==> src/rtl/tile_spawn_controller.sv <==
// New-tile placement sequencer for the 2048 board: latches a random start cell and value,
// scans for the first empty cell and issues a single-cycle board write, or reports a full board.
//
// state | meaning
// IDLE  | waiting for spawn_req; latches rand_pos / rand_val on acceptance
// SCAN  | tests one candidate cell per cycle, wrapping 15 -> 0
// WRITE | one-cycle board write strobe with done
// FULL  | one-cycle done + full pulse, no write
module tile_spawn_controller #(
    parameter int unsigned FOUR_THRESHOLD = 14
) (
    input  logic        clock,
    input  logic        reset,
    input  logic        spawn_req,
    input  logic [15:0] empty_mask,
    input  logic [3:0]  rand_pos,
    input  logic [3:0]  rand_val,
    output logic        busy,
    output logic        write_en,
    output logic [3:0]  cell_idx,
    output logic [3:0]  tile_exp,
    output logic        done,
    output logic        full,
    output logic [7:0]  spawn_count
);

    localparam logic [4:0] THRESH = FOUR_THRESHOLD[4:0];

    typedef enum logic [1:0] {
        IDLE  = 2'd0,
        SCAN  = 2'd1,
        WRITE = 2'd2,
        FULL  = 2'd3
    } state_t;

    state_t      state_q, state_d;
    logic [3:0]  ptr_q, ptr_d;
    logic [3:0]  scan_cnt_q, scan_cnt_d;
    logic [1:0]  exp_q, exp_d;
    logic [3:0]  cell_idx_q, cell_idx_d;
    logic [7:0]  spawn_count_q, spawn_count_d;

    always_ff @(posedge clock) begin
        if (reset) begin
            state_q       <= IDLE;
            ptr_q         <= '0;
            scan_cnt_q    <= '0;
            exp_q         <= '0;
            cell_idx_q    <= '0;
            spawn_count_q <= '0;
        end else begin
            state_q       <= state_d;
            ptr_q         <= ptr_d;
            scan_cnt_q    <= scan_cnt_d;
            exp_q         <= exp_d;
            cell_idx_q    <= cell_idx_d;
            spawn_count_q <= spawn_count_d;
        end
    end

    always_comb begin
        state_d       = state_q;
        ptr_d         = ptr_q;
        scan_cnt_d    = scan_cnt_q;
        exp_d         = exp_q;
        cell_idx_d    = cell_idx_q;
        spawn_count_d = spawn_count_q;

        unique case (state_q)
            IDLE: begin
                if (spawn_req) begin
                    ptr_d      = rand_pos;
                    scan_cnt_d = '0;
                    exp_d      = ({1'b0, rand_val} >= THRESH) ? 2'd2 : 2'd1;
                    state_d    = SCAN;
                end
            end
            SCAN: begin
                // empty_mask is read live; upstream keeps it stable while busy
                if (empty_mask[ptr_q]) begin
                    cell_idx_d = ptr_q;
                    state_d    = WRITE;
                end else if (scan_cnt_q == 4'd15) begin
                    state_d = FULL;
                end else begin
                    ptr_d      = ptr_q + 4'd1;
                    scan_cnt_d = scan_cnt_q + 4'd1;
                end
            end
            WRITE: begin
                spawn_count_d = spawn_count_q + 8'd1;
                state_d       = IDLE;
            end
            FULL: begin
                state_d = IDLE;
            end
            default: state_d = IDLE;
        endcase
    end

    // Outputs decode from state and registers only
    assign busy        = (state_q != IDLE);
    assign write_en    = (state_q == WRITE);
    assign done        = (state_q == WRITE) || (state_q == FULL);
    assign full        = (state_q == FULL);
    assign cell_idx    = write_en ? cell_idx_q : 4'd0;
    assign tile_exp    = write_en ? {2'b00, exp_q} : 4'd0;
    assign spawn_count = spawn_count_q;

endmodule

==> config.mk <==
export PLATFORM = sky130hd
export DESIGN_NAME = tile_spawn_controller
export DESIGN_NICKNAME = d
export VERILOG_FILES = /design/src/rtl/tile_spawn_controller.sv
export SDC_FILE = /design/constraint.sdc
export NUM_CORES = 1
export LEC_CHECK = 0
export CORE_ASPECT_RATIO = 0.7
export CORE_UTILIZATION = 59
export CTS_CLUSTER_DIAMETER = 150
export CTS_CLUSTER_SIZE = 28
export DETAILED_ROUTE_END_ITERATION = 8
export DONT_BUFFER_PORTS = 1
export PLACE_DENSITY = 0.79
export RECOVER_POWER = 50
export SETUP_SLACK_MARGIN = 0.15
export SLEW_MARGIN = 30
export SYNTH_ARGS = -nofsm -noshare
export SYNTH_HDL_FRONTEND = slang
export SYNTH_SLANG_ARGS = --single-unit
==> constraint.sdc <==
create_clock -name clock -period 2.55 [get_ports clock]
set_input_delay 0.765 -clock clock [delete_from_list [all_inputs] [get_ports clock]]
set_output_delay 0.765 -clock clock [all_outputs]
set_load 0.01 [all_outputs]
; ---- Word level (Yosys, flattened, before mapping)
; Cells that the tools add are included.
[totals]
out_inout_bits = 20
in_bits = 27
register_bits = 24
word_cells = 45
[classes]
n_addsub = 3
n_reduce_logical = 9
n_eq_ne = 8
order_cmp = 2
mux = 17
[op_table]
columns = operator, count
row1 = $mux 4, 7
row2 = $pmux 4 s2, 2
row3 = $mux 2, 5
row4 = $add 4x1->4 const B, 2
row5 = $add 8x1->8 const B, 1
row6 = $ne 2x2->1 const B, 3
row7 = $pmux 2 s3, 1
row8 = $reduce_and 2->1, 3
row9 = $lt 4x5->1 const B, 1
row10 = $bmux 1 s4, 1
row11 = $eq 2x2->1 const B, 2
row12 = $eq 4x4->1 const B, 1
row13 = $ge 4x4->1 const B, 1
row14 = $reduce_and 4->1, 1
row15 = $reduce_bool 2->1, 2
row16 = $ne 3x3->1 const B, 1
row17 = $eq 2x1->1 const B, 1
row18 = $logic_not 2->1, 1
row19 = $reduce_or 2->1, 1
row20 = $logic_or 1x1->1, 1
row21 = $mux 1, 1

; ---- Logic depth before layout (Yosys ltp)
[depth]
ltp_word = 4
depth_mapped = 6
depth_no_buf = 6

; ---- Least setup slack after synthesis
; OpenSTA, ideal clock, no wires.
[synth_timing]
path_type = input to register
from = input empty_mask[6]
to = register scan_cnt_q[3]
path_stages = 5
arrival_ps = 1996
setup_slack_ps = 435
path_buffers = 0
t_required_ps = 2431
setup_ps = 119
cell_sequence = mux4_2 mux2_2 nand3_1 nand2_1 o221a_2
[synth_between]
elab_chain_cells = 4
[synth_rtl]
columns = element, line_no
row1 = start: declaration, 15  ; input logic [15:0] empty_mask,
row2 = $bmux 1 s4, 80  ; if (empty_mask[ptr_q]) begin
row3 = $mux 1 (implied by the code), 80
row4 = $ne 2x2->1 (no line), -
row5 = $reduce_and 4->1 (no line), -
row6 = end signal: assignment, 54  ; scan_cnt_q <= scan_cnt_d;
row7 = end: declaration, 38  ; logic [3:0] scan_cnt_q, scan_cnt_d;
; No other way between the ends. The select of a mux whose other input is x is not followed.
; A chain may end at the register's enable or synchronous reset.

; ---- Worst setup path in the final report
[layout_timing]
from = register ptr_q[1]
to = register scan_cnt_q[0]
[layout_between]
elab_chain_cells = 4
[layout_rtl]
columns = element, line_no
row1 = start: declaration, 37  ; logic [3:0] ptr_q, ptr_d;
row2 = start signal: assignment, 53  ; ptr_q <= ptr_d;
row3 = $bmux 1 s4, 80
row4 = $mux 1 (implied by the code), 80
row5 = $ne 2x2->1 (no line), -
row6 = $reduce_and 4->1 (no line), -
; No other way between the ends. The select of a mux whose other input is x is not followed.

==> impl_metrics.ini <==
[final_layout]
diodes = 0
fin_util = 0.6578
drive_gt1_frac = 0.1401
area_delta_synth_final_pct = 4.197
fillers = 193
nets = 188

[timing]
fin_crit_ps = 2322
slew_viol_final = 0
fin_skew_ps = 13.67
fin_crit_sh = 0.9104
final-setup-viol-count = 0
maxSlewHeadroom = 0.5062
finalHoldViolations = 0
tightest_slew_ps = 738.4
grt_setup_unrepaired = no
fmax_mhz = 430.7
setup_tns_ps = 0

[placed_design]
place_hpwl_mm = 2.303
portBuffers = 0
routabilityCongestion = 0.8224

[clock_network]
post_cts_buffers = 0
cts_made_buffers = 3
numClockSinks = 24
cts_resized = 0
htreeDepth = 1
path_clk_slew_ps = 140
cts_hold_buf = 0
worstSkewPairLatency_ps = 330
clock_path_buffers = 2
cts_tree = yes
clockRootBuffer = clkbuf_4

[synth]
yosys_warnings = 0
synth_flop_cell = dfxtp_1
ys_seq_area_frac = 0.3504
synthCells = 160
syn-cell-area_um2 = 1371
synth_cell_types = 43
avgSynthCellArea_um2 = 8.571
synth_edf_count = 0
synth_seq_cells = 24
synthArstFlopShare = 0

[global_route]
grt_pass1_vias = 1090
grt_overflow = 0
grt_pass1_wl_mm = 4.905
antenna_found_initial = 0
grtUsageTotal = 0.2638
grt_max_degree = 22

[flow_run]
drv_cap = 0

[power]
clkPwrFrac = 0.281
p_per_area_nw_per_um2 = 701.2
internal_power_w = 0.0006742
switching_power_w = 0.0003277
switching_share = 0.3271
p_leak_nw = 0.5199
combPwrFrac = 0.274
peakVddDrop_v = 0.0005029
pwr-share-seq = 0.445

[die]
die_area_um2 = 2524
core_um2 = 2172
die_y_um = 42.34
num_io_pins = 47
die_width_um = 59.62
placementRows = 14
initial_core_util = 0.6313

[routing]
drc = 0
routed_wl_mm = 3.081
ant_nets = 0
vias = 1205
drtPass1Iterations = 4
detail_route.wl_per_cell_um = 16.30
viasPerCell = 6.376
drtIter0Drc = 77

[critical_path]
crit_arrival_ps = 2580
crit_type = flop to flop
critPathMaxStageDelay_ps = 600
crit_fanout = 9
cp-start-kind = flop
crit_family = multiplexers
r2r_start = ptr_q[1]
end_kind = flop
path_cells = mux4_2, mux2i_1, o221ai_2, or3_1, a21oi_1
worstPathRequired_ps = 2800
path_buf_inv = 0
slowest_stage = dfxtp_1
startpoint = ptr_q[1]

[status]
outcome = finished, final reports clean

[min_path]
min_from = exp_q[1]
hp-class = flop to flop
## layer usage
| metal | track usage | vias up | part of all wire |
|---|---|---|---|
| met2 | 0.4067 | 64 | 0.45 |
| met1 | 0.3509 | 557 | 0.44 |
| met4 | 0.09767 | 0 | 0.019 |
| met5 | 0 | - | 0 |
| met3 | 0.07407 | 8 | 0.090 |
| li1 | - | 576 | - |
## cells in the mapped netlist (2+ instances only)
| cell type | count | area (um^2) |
|---|---|---|
| dfxtp_1 | 24 | 480.5 |
| or2_2 | 2 | 12.51 |
| xor2_1 | 4 | 35.03 |
| o221a_2 | 2 | 22.52 |
| nor3_1 | 5 | 25.02 |
| clkbuf_1 | 7 | 26.28 |
| and2_1 | 7 | 43.79 |
| mux4_2 | 3 | 67.56 |
| buf_4 | 2 | 15.01 |
| o21ai_0 | 10 | 50.05 |
| ha_1 | 3 | 37.54 |
| nand2b_1 | 2 | 12.51 |
| mux2_2 | 3 | 33.78 |
| o31ai_1 | 2 | 15.01 |
| nor2b_1 | 2 | 12.51 |
| nand4_1 | 5 | 31.28 |
| nand2_1 | 11 | 41.29 |
| and3_1 | 3 | 18.77 |
| inv_1 | 4 | 15.01 |
| o21a_1 | 2 | 15.01 |
| a21oi_1 | 13 | 65.06 |
| nor2_1 | 14 | 52.55 |
| mux2i_1 | 2 | 20.02 |
| or3_1 | 3 | 18.77 |
| nand3_1 | 7 | 35.03 |
## layout by cell type, fill, tap and decap left out, types with 2 or more instances in the layout
cell type	n
nor2b_1	2
mux2i_1	3
a21oi_1	13
nand4_1	5
o221a_2	2
nor3_1	5
o31ai_1	2
o21a_1	2
ha_1	3
nand3_1	7
xor2_1	4
nand2b_1	2
clkbuf_4	3
or3_1	3
and3_1	3
buf_4	3
dfxtp_1	24
o21ai_0	10
and2_1	6
mux2_2	3
mux4_2	3
conb_1	2
or2_2	2
nand2_1	11
inv_1	4
nor2_1	14
## registers in the layout, summed over array words and instances (netlist names)
signal       cells
ptr_q            4
scan_cnt_q       4
state_q          2
spawn_count      8
cell_idx_q       4
exp_q            2
## metrics by stage
step / hold slack (ps) / cell area [um^2] / setup slack [ps] / power, W / cells
CTS: 463.6 / 1433 / 299.9 / 0.001009 / 189
detailed placement: 456.3 / 1380 / 225.9 / 0.0007279 / 185
floorplan: 431.7 / 1375 / 434.9 / 0.0006801 / 161
global route: 446.8 / 1429 / 120.8 / 0.001052 / 189
finish: 466.3 / 1429 / 228.4 / 0.001002 / 189
global placement: 432.8 / 1380 / 310.6 / 0.0007124 / 185
## layout make-up
type / count / area, um^2 / area share
Multi-Input combinational cell: 122 / 818.3 / 0.5727
Sequential cell: 24 / 480.5 / 0.3363
Tap cell: 32 / 40.04 / 0.02802
Clock inverter: 1 / 30.03 / 0.02102
Clock buffer: 3 / 22.52 / 0.01576
Timing Repair Buffer: 3 / 22.52 / 0.01576
Inverter: 4 / 15.01 / 0.01051
## power groups by stage
stage          combinational (W)  sequential (W)  clock, W
3_3_place_gp            0.000263        0.000449         0
5_1_grt                 0.000298        0.000450  0.000304
4_1_cts                 0.000276        0.000445  0.000289
6_report                0.000275        0.000446  0.000281
2_1_floorplan           0.000257        0.000423         0
3_5_place_dp            0.000274        0.000454         0
## tightest hold or removal path, delay by kind of cell, from the launching register on
family | cells | cell delay, ps
AO/OA/AOI/OAI | 1 | 50
flip-flops | 1 | 340
AND/OR/NAND/NOR | 1 | 50
## kinds of logic (layout without fill, tap and decap cells)
logic type	after synthesis	count (layout)	synth area share
AOI/OAI and AO/OA	40	40	0.2026
xor gates and xnor gates	5	5	0.03193
adders and majority gates	3	3	0.02738
buffers and inverters	15	11	0.05291
DFF	24	24	0.3504
muxes	9	9	0.09853
other	1	2	0.002735
and+or+nand+nor	63	63	0.2336
## path summary, 6_finish.rpt
| check | endpoint | slack (ps) | depth (start not counted) |
|---|---|---|---|
| max | scan_cnt_q[0] | 230 | 5 |
| min | exp_q[1] | 470 | 2 |
| max reg2reg | scan_cnt_q[0] | 230 | 5 |
| min reg2reg | exp_q[1] | 470 | 2 |
Power figures use the tool's default switching activity.
